## src/rtl/instr_fetch_unit_if.sv

```systemverilog
// Instruction-memory fetch bus: request/address out, ready/read-data back.
interface instr_fetch_unit_if #(
  parameter int unsigned XLEN = 32
);
  logic            imem_req;
  logic [XLEN-1:0] imem_addr;
  logic            imem_ready;
  logic [XLEN-1:0] imem_rdata;

  // Fetch unit side.
  modport master (
    output imem_req,
    output imem_addr,
    input  imem_ready,
    input  imem_rdata
  );

  // Instruction memory side.
  modport slave (
    input  imem_req,
    input  imem_addr,
    output imem_ready,
    output imem_rdata
  );
endinterface

```

## src/rtl/instr_fetch_unit.sv

```systemverilog
// Fetch stage: owns the PC, handshakes with instruction memory and presents
// each fetched word as instruction/pc with instr_valid. Next PC is pc+4 or
// pc+imm_ext on a taken branch; a misaligned target halts until reset.
module instr_fetch_unit #(
  parameter int unsigned XLEN     = 32,
  parameter logic [31:0] RESET_PC = 32'h0000_0000
) (
  input  logic                 clk,
  input  logic                 rst_n,
  instr_fetch_unit_if.master   imem,
  output logic [XLEN-1:0]      instruction,
  output logic [XLEN-1:0]      pc,
  output logic                 instr_valid,
  input  logic                 stall,
  input  logic                 branch_taken,
  input  logic [XLEN-1:0]      imm_ext,
  output logic                 misaligned
);

  localparam logic [XLEN-1:0] NOP_INSTR = XLEN'(32'h0000_0013);
  localparam logic [XLEN-1:0] PC_STEP   = XLEN'(4);

  typedef enum logic [1:0] {
    BOOT  = 2'd0,
    FETCH = 2'd1,
    ISSUE = 2'd2,
    HALT  = 2'd3
  } state_e;

  state_e          state_q, state_d;
  logic [XLEN-1:0] pc_q, pc_d;
  logic [XLEN-1:0] instr_q, instr_d;
  logic            valid_q, valid_d;
  logic            mis_q, mis_d;
  logic            req_q, req_d;
  logic [XLEN-1:0] target;

  // Candidate next PC; 32-bit wrap-around, carry dropped.
  always_comb begin
    target = pc_q + (branch_taken ? imm_ext : PC_STEP);
  end

  // Next-state and next-value logic for the fetch sequencer.
  always_comb begin
    state_d = state_q;
    pc_d    = pc_q;
    instr_d = instr_q;
    valid_d = valid_q;
    mis_d   = mis_q;
    case (state_q)
      BOOT: begin
        state_d = FETCH;
      end
      FETCH: begin
        if (imem.imem_ready) begin
          instr_d = imem.imem_rdata;
          valid_d = 1'b1;
          state_d = ISSUE;
        end
      end
      ISSUE: begin
        if (!stall) begin
          valid_d = 1'b0;
          if (target[1:0] != 2'b00) begin
            mis_d   = 1'b1;
            state_d = HALT;
          end else begin
            pc_d    = target;
            state_d = FETCH;
          end
        end
      end
      HALT: begin
        state_d = HALT;
      end
      default: begin
        state_d = BOOT;
      end
    endcase
    req_d = (state_d == FETCH);
  end

  // State register.
  always_ff @(posedge clk or negedge rst_n) begin
    if (!rst_n) begin
      state_q <= BOOT;
    end else begin
      state_q <= state_d;
    end
  end

  // Datapath and output registers; reset drops the request immediately.
  always_ff @(posedge clk or negedge rst_n) begin
    if (!rst_n) begin
      pc_q    <= XLEN'(RESET_PC);
      instr_q <= NOP_INSTR;
      valid_q <= 1'b0;
      mis_q   <= 1'b0;
      req_q   <= 1'b0;
    end else begin
      pc_q    <= pc_d;
      instr_q <= instr_d;
      valid_q <= valid_d;
      mis_q   <= mis_d;
      req_q   <= req_d;
    end
  end

  assign imem.imem_req  = req_q;
  assign imem.imem_addr = pc_q;
  assign instruction    = instr_q;
  assign pc             = pc_q;
  assign instr_valid    = valid_q;
  assign misaligned     = mis_q;

endmodule
```

## src/flat_wrapper.sv

```systemverilog
// flat-port wrapper written by rule: the top's interface ports become plain ports
module instr_fetch_unit_flat 
#(
  parameter int unsigned XLEN     = 32,
  parameter logic [31:0] RESET_PC = 32'h0000_0000
)
  (clk, rst_n, instruction, pc, instr_valid, stall, branch_taken, imm_ext, misaligned, imem_imem_req, imem_imem_addr, imem_imem_ready, imem_imem_rdata);
  instr_fetch_unit_if #(.XLEN(XLEN)) imem_i ();
  input  logic clk;
  input  logic rst_n;
  output logic [XLEN-1:0] instruction;
  output logic [XLEN-1:0] pc;
  output logic instr_valid;
  input  logic stall;
  input  logic branch_taken;
  input  logic [XLEN-1:0] imm_ext;
  output logic misaligned;
  output wire logic [$bits(imem_i.imem_req)-1:0] imem_imem_req;
  output wire logic [$bits(imem_i.imem_addr)-1:0] imem_imem_addr;
  input wire logic [$bits(imem_i.imem_ready)-1:0] imem_imem_ready;
  input wire logic [$bits(imem_i.imem_rdata)-1:0] imem_imem_rdata;
  assign imem_imem_req = imem_i.imem_req;
  assign imem_imem_addr = imem_i.imem_addr;
  assign imem_i.imem_ready = imem_imem_ready;
  assign imem_i.imem_rdata = imem_imem_rdata;
  instr_fetch_unit #(.XLEN(XLEN), .RESET_PC(RESET_PC)) u_core (.clk(clk), .rst_n(rst_n), .imem(imem_i), .instruction(instruction), .pc(pc), .instr_valid(instr_valid), .stall(stall), .branch_taken(branch_taken), .imm_ext(imm_ext), .misaligned(misaligned));
endmodule
```

## config.mk

```make
export PLATFORM = sky130hd
export DESIGN_NAME = instr_fetch_unit_flat
export DESIGN_NICKNAME = d
export VERILOG_FILES = /design/src/rtl/instr_fetch_unit_if.sv /design/src/rtl/instr_fetch_unit.sv /design/src/flat_wrapper.sv
export SDC_FILE = /design/constraint.sdc
export NUM_CORES = 1
export LEC_CHECK = 0
export ABC_AREA = 1
export BUFFER_PORTS_ARGS = -buffer_cell sky130_fd_sc_hd__buf_2
export CORE_MARGIN = 5
export CORE_UTILIZATION = 52
export CTS_CLUSTER_DIAMETER = 120
export CTS_CLUSTER_SIZE = 14
export DETAILED_ROUTE_END_ITERATION = 7
export HOLD_SLACK_MARGIN = 0.12
export PLACE_DENSITY = 0.81
export SYNTH_ARGS = -nofsm -noshare
export SYNTH_HDL_FRONTEND = slang
export SYNTH_SLANG_ARGS = --single-unit
```

## constraint.sdc

```tcl
create_clock -name clk -period 2.98 [get_ports clk]
set_clock_uncertainty 0.2 [all_clocks]
set_input_delay 0.298 -clock clk [delete_from_list [all_inputs] [get_ports clk]]
set_output_delay 0.298 -clock clk [all_outputs]
set_load 0.01 [all_outputs]
```

======== Yosys cells after proc, flatten, opt, wreduce, memory -nomap -nowiden ========
Index checks and enable logic that the tools add are counted.
word-level totals
  bits in registers ....................... 69
  input bits .............................. 69
  output and inout port bits .............. 99
  word-level logic and storage cells ...... 30
cells by class
  $add $sub $neg .......................... 1
  eq/ne operators ......................... 6
  mux-type cells .......................... 8
  bitwise gates (word level) .............. 2
  reduce and logical (&&, ||, !) cells .... 7
operators by type and width
  operator            number
  $add 32x32->32      1
  $mux 32             1
  $reduce_and 3->1    3
  $pmux 2 s4          1
  $mux 2              3
  $eq 2x1->1 const B  2
  $eq 2x2->1 const B  2
  $ne 2x2->1 const B  2
  $reduce_bool 2->1   2
  $logic_not 2->1     1
  $mux 1              2
  $not 1->1           2
  $pmux 1 s2          1
  $reduce_and 2->1    1

======== Depth between registers and ports, before layout ========
Gate-level depths: netlist of the first run.
  word-level depth ........................ 7
  gate-level depth with buffers ........... 15
  depth with buffers taken out ............ 15

======== Worst setup path before layout of the first run ========
No wires, ideal clock.
  kind .................................... in2reg
  from .................................... input branch_taken
  to ...................................... register u_core.pc_q[5], in the netlist u_core.imem.imem_addr[5]
  library setup time ...................... 0.123 ns
  arrival ................................. 2.069 ns
  required time ........................... 2.657 ns
  path slack .............................. 0.588 ns
  stages .................................. 9
  path buffers ............................ 2
  cells stage by stage .................... clkbuf_1 nand2_1 inv_1 fa_1 nor4_4 inv_2 buf_2 nand2_1 o21ai_1
on the way
  cells in the longest elaborated chain, start to end .. 5
ends and longest elaborated chain
  what                               line                     source
  start: declaration                 flat_wrapper.sv:15       input logic branch_taken;
  $mux 32                            instr_fetch_unit.sv:40   target = pc_q + (branch_taken ? imm_ext : PC_STEP);
  $add 32x32->32                     instr_fetch_unit.sv:40
  named net u_core.target[1]         instr_fetch_unit.sv:36   logic [XLEN-1:0] target;
  $reduce_bool 2->1                  instr_fetch_unit.sv:64   if (target[1:0] != 2'b00) begin
  $not 1->1 (no source line)         --
  $reduce_and 3->1 (no source line)  --
  end signal: assignment             instr_fetch_unit.sv:95   pc_q <= XLEN'(RESET_PC);
  end signal: assignment             instr_fetch_unit.sv:101  pc_q <= pc_d;
  end: declaration                   instr_fetch_unit.sv:31   logic [XLEN-1:0] pc_q, pc_d;
The timed path passes the listed nets, and every way through them passes these cells.
A chain may end at the register's enable or synchronous reset.

======== Final worst setup path of the first run ========
  from .................................... register u_core.pc_q[0], in the netlist u_core.imem.imem_addr[0]
  to ...................................... register u_core.pc_q[9], in the netlist u_core.imem.imem_addr[9]
on the way
  cells in the longest elaborated chain, start to end .. 4
ends and longest elaborated chain
  what                               line
  $add 32x32->32                     instr_fetch_unit.sv:40
  named net u_core.target[1]         instr_fetch_unit.sv:36
  $reduce_bool 2->1                  instr_fetch_unit.sv:64
  $not 1->1 (no source line)         --
  $reduce_and 3->1 (no source line)  --
The timed path passes the listed nets, and every way through them passes these cells.

==> run metrics, run 1 <==
run status=finished, final reports clean; number of global-route vias before repair=around 5100; fraction of layout cells with a size suffix above 1=between 20% and 30%; die width=111.6 µm; final core occ=about 66%; Seq/Total Area, Yosys=between 30 and 40%; Worst EP required=roughly 3 ns; CTS clk-pin slew, worst paths=roughly 0.08 ns; Total GRT Usage=about a quarter; maximum vdd drop=337.1 µV; top sig layer=met4; most frequent cells in the layout=nand2_1, buf_2, inv_1, dfrtp_1, nand3_1; combinational share of power=about a quarter; initial antenna violation count=0; Antenna Cells=0; clk root buf=clkbuf_8; commonest non-fill, non-tap cell in the layout=nand2_1; maxcap violations=0; Reg2Reg Depth=6; Avg Vias per Cell=around 4.8; syn nets=889; Worst Hold Path Cells=7; Int Power=around 1.8 mW; WL met2=~7.1 mm; syn_area_per_cell=about 6.8 µm²; Hold Fails Final Rpt=0; Yosys cell types=29; H-tree depth=3; worst slack at placement=approximately 0.29 ns; DRT antenna net count=0; worst hold margin=roughly 0.24 ns; LEAKAGE=between 4 and 5 nW; Iter 0 DRT Violations=slightly above 300; drt total wl=roughly 15 mm; setup_tns=0 ns; met3 wire length=roughly 1.2 mm; critical path class=reg -> reg; type of the tightest min-delay check=in -> reg; Nets=1064; setup repair bufs after CTS=0; Sw Ratio=32.09%; Final period util=82.19%; EDFF count, synth=0; layout overhead on the synthesized area=24.92%; die area=between 0.01 and 0.015 mm²; fmax=about 410 MHz; Switching Power=between 0.8 and 0.9 mW; share of power burned in registers=about two fifths; Post-Syn Area=about 0.0054 mm²; RD Place Congestion=roughly 0.97; Remaining DRCs=0; fin crit period=about 2.4 ns; CP Data Arrival Time=roughly 2.5 ns; PortBufs=approximately 170; post-detail-place hpwl=between 10 and 15 mm; # IOs=168; die span in y=111.6 µm; Syn Inst Count=787; grt total ovfl=0; Setup WS post-layout=about 0.53 ns; drt first pass iters=4; Via Count=5269; Met1 Wirelength=around 6.5 mm; final setup fails=0; Final Power=2.695 mW; CTS tree=yes; Initial Utilization=52.65%; Num CTS Buffers=9; Synth Warn #=0; DR WL/cell=~14 µm; core area=roughly 0.010 mm²; most used flip-flop cell after synthesis=dfrtp_1; Clock Latency Late Sink=0.36 ns; Slew HR=49.75%; max-slew violation count=0; RSZ-0062 raised after global routing=false; asr flop ratio synth=between 90% and 100%; CTS Sinks=69; Crit Path Max Fanout=45; first-pass GRT wire length=roughly 25 mm; Worst-Margin Slew=approximately 0.75 ns; crit start category=register; Longest Clk Path Bufs=2; pwr/cell area=roughly 400 mW/mm²; largest net degree at the start of global routing=46; FP Rows=37; # fillers=~950; clock power share=34.1%; crit path capture type=register; Yosys reg bits=69
## metrics by stage
stage               instances  area [µm²]
floorplan                 787        5363
global placement         1052        6118
detailed placement       1052        6118
CTS                      1103        6699
global route             1103        6699
finish                   1103        6699
## worst paths after layout
kind                                                      start                                    end  slack [ns]
max in group asynchronous                                 rst_n      u_core.instruction[1]$_DFFE_PN1P_        1.52
max reg2reg                u_core.imem.imem_addr[0]$_DFFE_PN0P_   u_core.imem.imem_addr[9]$_DFFE_PN0P_        0.53
max                        u_core.imem.imem_addr[0]$_DFFE_PN0P_   u_core.imem.imem_addr[9]$_DFFE_PN0P_        0.53
min reg2reg                       u_core.misaligned$_DFFE_PN0P_          u_core.misaligned$_DFFE_PN0P_        0.27
min in group asynchronous                                 rst_n  u_core.imem.imem_addr[16]$_DFFE_PN0P_        0.32
min                                                 imm_ext[31]  u_core.imem.imem_addr[31]$_DFFE_PN0P_        0.24
## timing repair
action | in CTS | in global routing
setup endpoints to repair | 0 | 0
hold buffers | 35 | 0
hold endpoints to repair | 66 | 0
resized for setup | 0 | 0
## worst max-delay path, cell delays in order, from the launching register on
cell     delay (ns)
dfrtp_1        0.44
ha_1           0.26
fa_1           0.51
nor4_4         0.31
inv_2          0.35
nand2_1        0.15
o21ai_1        0.08
## area by class of cell
type	count	area, µm²	area share [%]
clock inverters	6	92.59	1.382
inverters	149	559.3	8.349
repair buffers	207	1236	18.45
clock buffers	10	137.6	2.055
flip-flops and latches	69	1730	25.83
well taps	136	170.2	2.540
multi-input cells	526	2773	41.39
## cell families after synthesis
family	synth area share, %
AOI/OAI and AO/OA	4.363
xor gates and xnor gates	2.613
adders and majority gates	7.839
buffers and inverters	16.03
DFF	32.27
muxes	6.720
and+or+nand+nor	30.17
## sequential cells by signal, indices dropped and copies added (netlist names)
name,cells
u_core.instr_valid,1
u_core.imem.imem_req,1
u_core.state_q,2
u_core.misaligned,1
u_core.imem.imem_addr,32
u_core.instruction,32
## layer usage
| layer | up-vias | track usage (%) |
|---|---|---|
| met5 | - | 0 |
| met4 | 0 | 8.435 |
| met3 | 23 | 6.576 |
| met2 | 187 | 40.09 |
| met1 | 2349 | 31.32 |
| li1 | 2710 | - |
## synth_stat cells, types with 3 or more instances
cell type	number	area [µm²]
nand2_1	304	1141
inv_1	146	548.0
dfrtp_1	66	1652
nand3_1	43	215.2
nor2_1	41	153.9
buf_4	33	247.7
ha_1	32	400.4
mux2_2	32	360.4
a21oi_1	21	105.1
xnor2_1	15	131.4
o21ai_1	12	60.06
buf_2	6	30.03
nor3_1	5	25.02
nand3b_1	4	30.03
clkbuf_1	3	11.26
dfstp_2	3	78.83
inv_2	3	11.26
nand4_1	3	18.77
o21ai_2	3	26.28
o21bai_1	3	22.52
## power groups by stage
stage | Sequential (mW) | Combinational (mW) | Clock [mW]
global route | 1.11 | 0.763 | 0.969
global placement | 1.10 | 0.628 | 0
CTS | 1.09 | 0.679 | 0.925
finish | 1.09 | 0.684 | 0.920
detailed placement | 1.11 | 0.641 | 0
floorplan | 1.14 | 0.377 | 0
Power figures use the tool's default switching activity.
==> run 2, diff against run 1 <==
--- a/config.mk
+++ b/config.mk
@@ -5,15 +5,15 @@
 export SDC_FILE = /design/constraint.sdc
 export NUM_CORES = 1
 export LEC_CHECK = 0
-export ABC_AREA = 1
+export ABC_AREA = 0
 export BUFFER_PORTS_ARGS = -buffer_cell sky130_fd_sc_hd__buf_2
 export CORE_MARGIN = 5
-export CORE_UTILIZATION = 52
+export CORE_UTILIZATION = 51
 export CTS_CLUSTER_DIAMETER = 120
 export CTS_CLUSTER_SIZE = 14
 export DETAILED_ROUTE_END_ITERATION = 7
 export HOLD_SLACK_MARGIN = 0.12
-export PLACE_DENSITY = 0.81
+export PLACE_DENSITY = 0.82
 export SYNTH_ARGS = -nofsm -noshare
 export SYNTH_HDL_FRONTEND = slang
 export SYNTH_SLANG_ARGS = --single-unit
==> constraint.sdc (replaced) <==
create_clock -name clk -period 2.5 [get_ports clk]
set_clock_uncertainty 0.2 [all_clocks]
set_input_delay 0.25 -clock clk [delete_from_list [all_inputs] [get_ports clk]]
set_output_delay 0.25 -clock clk [all_outputs]
set_load 0.01 [all_outputs]
==> run metrics, run 2 <==
max-slew violation count=0 (unchanged); Crit-path slowest cell=o31ai_1 (was fa_1); asr flop ratio synth=100.0% (unchanged); critical path class=reg -> reg (unchanged); DRT antenna net count=0 (unchanged); Syn Inst Count=509 (was 787); commonest non-fill, non-tap cell in the layout=buf_2 (was nand2_1); Post-Syn Area=0.004720 mm² (was 0.005363 mm²); pwr/cell area=923.0 mW/mm² (was 402.4 mW/mm²); CTS Sinks=69 (unchanged); layout overhead on the synthesized area=52.04% (was 24.92%); most used flip-flop cell after synthesis=dfrtp_1 (unchanged); EDFF count, synth=0 (unchanged); die span in y=106.2 µm (was 111.6 µm); grt total ovfl=0 (unchanged); count leader, synth=dfrtp_1 (was nand2_1); syn nets=611 (was 889); clk root buf=clkbuf_8 (unchanged); failing checks=setup timing; Crit Path Max Fanout=4 (was 45); run status=finished with violations (was finished, final reports clean); top post-synthesis cells by area=dfrtp_1, ha_1, mux2_2 (was dfrtp_1, nand2_1, inv_1); # fillers=539 (was 948); Num CTS Buffers=9 (unchanged); final setup fails=22 (was 0); Yosys cell types=51 (was 29); Final Power=6.623 mW (was 2.695 mW); Yosys reg bits=69 (unchanged); CP Data Arrival Time=3.13 ns (was 2.47 ns); Total GRT Usage=28.13% (was 24.46%); worst hold margin=0.2392 ns (was 0.2425 ns); Worst EP required=2.56 ns (was 3.00 ns); reg2reg start=u_core.imem.imem_addr[19]$_DFFE_PN0P_ (was u_core.imem.imem_addr[0]$_DFFE_PN0P_); Top cell by count, worst path=o21ai_1; RD Place Congestion=0.9191 (was 0.9665); fin crit period=3.073 ns (was 2.449 ns); Iter 0 DRT Violations=516 (was 305); crit-path max cell delay=0.65 ns (was 0.51 ns); number of global-route vias before repair=5371 (was 5106); crit path capture type=register (unchanged); Hold Fails Final Rpt=0 (unchanged); Clock Latency Late Sink=0.37 ns (was 0.36 ns); largest net degree at the start of global routing=33 (was 46); Worst setup startpoint=u_core.imem.imem_addr[19]$_DFFE_PN0P_ (was u_core.imem.imem_addr[0]$_DFFE_PN0P_); CTS tree=yes (unchanged); drt first pass iters=6 (was 4); critical-path cell list=ha_1 > a21oi_1 > o21ai_0 > o31ai_1 > nor4_2 > o21ai_1 > xor2_1 > o21ai_1 (was ha_1 > fa_1 > nor4_4 > inv_2 > nand2_1 > o21ai_1); Setup WS post-layout=-0.5734 ns (was 0.5307 ns); most frequent cells in the layout=buf_2, buf_4, dfrtp_1, nand2_1, dlygate4sd3_1 (was nand2_1, buf_2, inv_1, dfrtp_1, nand3_1); initial antenna violation count=1 (was 0); Nets=877 (was 1064); post-detail-place hpwl=10.55 mm (was 11.20 mm); maxcap violations=0 (unchanged); maximum vdd drop=674.4 µV (was 337.1 µV); Synth Warn #=0 (unchanged); die area=0.01128 mm² (was 0.01244 mm²); LEAKAGE=3.540 nW (was 4.304 nW); first-pass GRT wire length=25.54 mm (was 25.01 mm); Via Count=5512 (was 5269); Avg Vias per Cell=6.179 (was 4.777); top cell type's share of synthesized area=34.99% (was 30.80%); die width=106.2 µm (was 111.6 µm); Initial Utilization=51.81% (was 52.65%); Seq/Total Area, Yosys=36.66% (was 32.27%); type of the tightest min-delay check=in -> async (was in -> reg); core area=0.009109 mm² (was 0.01018 mm²); Remaining DRCs=0 (unchanged); placed cell count=824 (was 1052); PortBufs=167 (unchanged); H-tree depth=3 (unchanged); Yosys top cell by area=dfrtp_1 (unchanged); syn_area_per_cell=9.272 µm² (was 6.814 µm²); Longest Clk Path Bufs=2 (unchanged); drt total wl=19.76 mm (was 15.08 mm); synth cell count leaders=dfrtp_1, nand2_1, a21oi_1 (was nand2_1, inv_1, dfrtp_1); CTS clk-pin slew, worst paths=0.10 ns (was 0.08 ns); Slew HR=48.58% (was 49.75%); final non-filler cell total=892 (was 1103); Worst-Margin Slew=0.7633 ns (was 0.7527 ns); Final period util=122.9% (was 82.19%); DR WL/cell=22.15 µm (was 13.67 µm); crit start category=register (unchanged); fraction of layout cells with a size suffix above 1=49.10% (was 23.89%); RSZ-0062 raised after global routing=true (was false); FP Rows=35 (was 37); fmax=325.4 MHz (was 408.3 MHz); # IOs=168 (unchanged)
[run 2: metrics by stage]
step	TNS, ns	setup slack, ns	cell area, µm²	utilization (%)
after global routing	-6.143	-0.5855	7176	78.78
after CTS	-2.180	-0.3364	6793	74.57
final	-5.215	-0.5734	7176	78.78
after floorplan	-2.291	-0.4337	4751	-
after global placement	-7.409	-0.4877	6075	66.69
after detailed placement	-8.861	-0.5498	6075	66.69
[run 2: path summary, 6_finish.rpt]
kind,slack (ns),cells after the start,to
max in group asynchronous,1.05,3,u_core.imem.imem_addr[22]$_DFFE_PN0P_
max reg2reg,-0.57,8,u_core.imem.imem_addr[28]$_DFFE_PN0P_
min reg2reg,0.30,1,u_core.imem.imem_addr[31]$_DFFE_PN0P_
min in group clk,0.27,5,u_core.misaligned$_DFFE_PN0P_
max,-0.57,8,u_core.imem.imem_addr[28]$_DFFE_PN0P_
min,0.24,2,u_core.instruction[13]$_DFFE_PN0P_
[run 2: kinds of logic after synthesis]
kind of cell	count (synthesis)	synth area share [%]
buf+inv	67	7.927
flops	69	36.66
simple gates	155	16.57
fa+ha+maj	33	8.908
mux	35	8.298
compound gates	129	17.74
xor+xnor	21	3.897
[run 2: layout make-up]
cell class                      count  area, µm²  share of cell area, %
Multi-Input combinational cell    373       3060                  42.65
Timing Repair Buffer              309       2009                  28.00
Sequential cell                    69       1732                  24.13
Tap cell                          111      138.9                  1.935
Clock buffer                       10      137.6                  1.918
Inverter                           13      48.80                 0.6800
Clock inverter                      6      46.29                 0.6452
Antenna cell                        1      2.502                0.03487
[run 2: where the power goes]
part           switching [mW]  leakage (nW)  internal (mW)  total [mW]
logic                    1.99          2.59           1.80        3.79
clock network           0.524        0.0893          0.395       0.919
registers               0.363         0.858           1.55        1.91
[run 2: timing repair]
item                                    in CTS  in global routing
resized for setup                           21                 59
hold buffers                                37                  0
endpoints found under the setup margin      20                 23
setup buffers                                3                 12
pin swaps                                   26                 39
hold endpoints to repair                    65                  0
[run 2: layer usage]
metal / GRT usage [%] / part of all wire [%] / up-vias
li1: - / - / 2320
met1: 30.05 / 33 / 2591
met2: 51.36 / 51 / 440
met3: 5.829 / 9.3 / 161
met4: 15.54 / 7.3 / 0
met5: 0 / 0 / -
[run 2: critical path, delay by kind of cell, from the launching register on]
family / cells / cell delay, ns
adders and majority gates: 1 / 0.38
xor gates and xnor gates: 1 / 0.17
DFF: 1 / 0.42
AOI/OAI and AO/OA: 5 / 1.70
and+or+nand+nor: 1 / 0.10
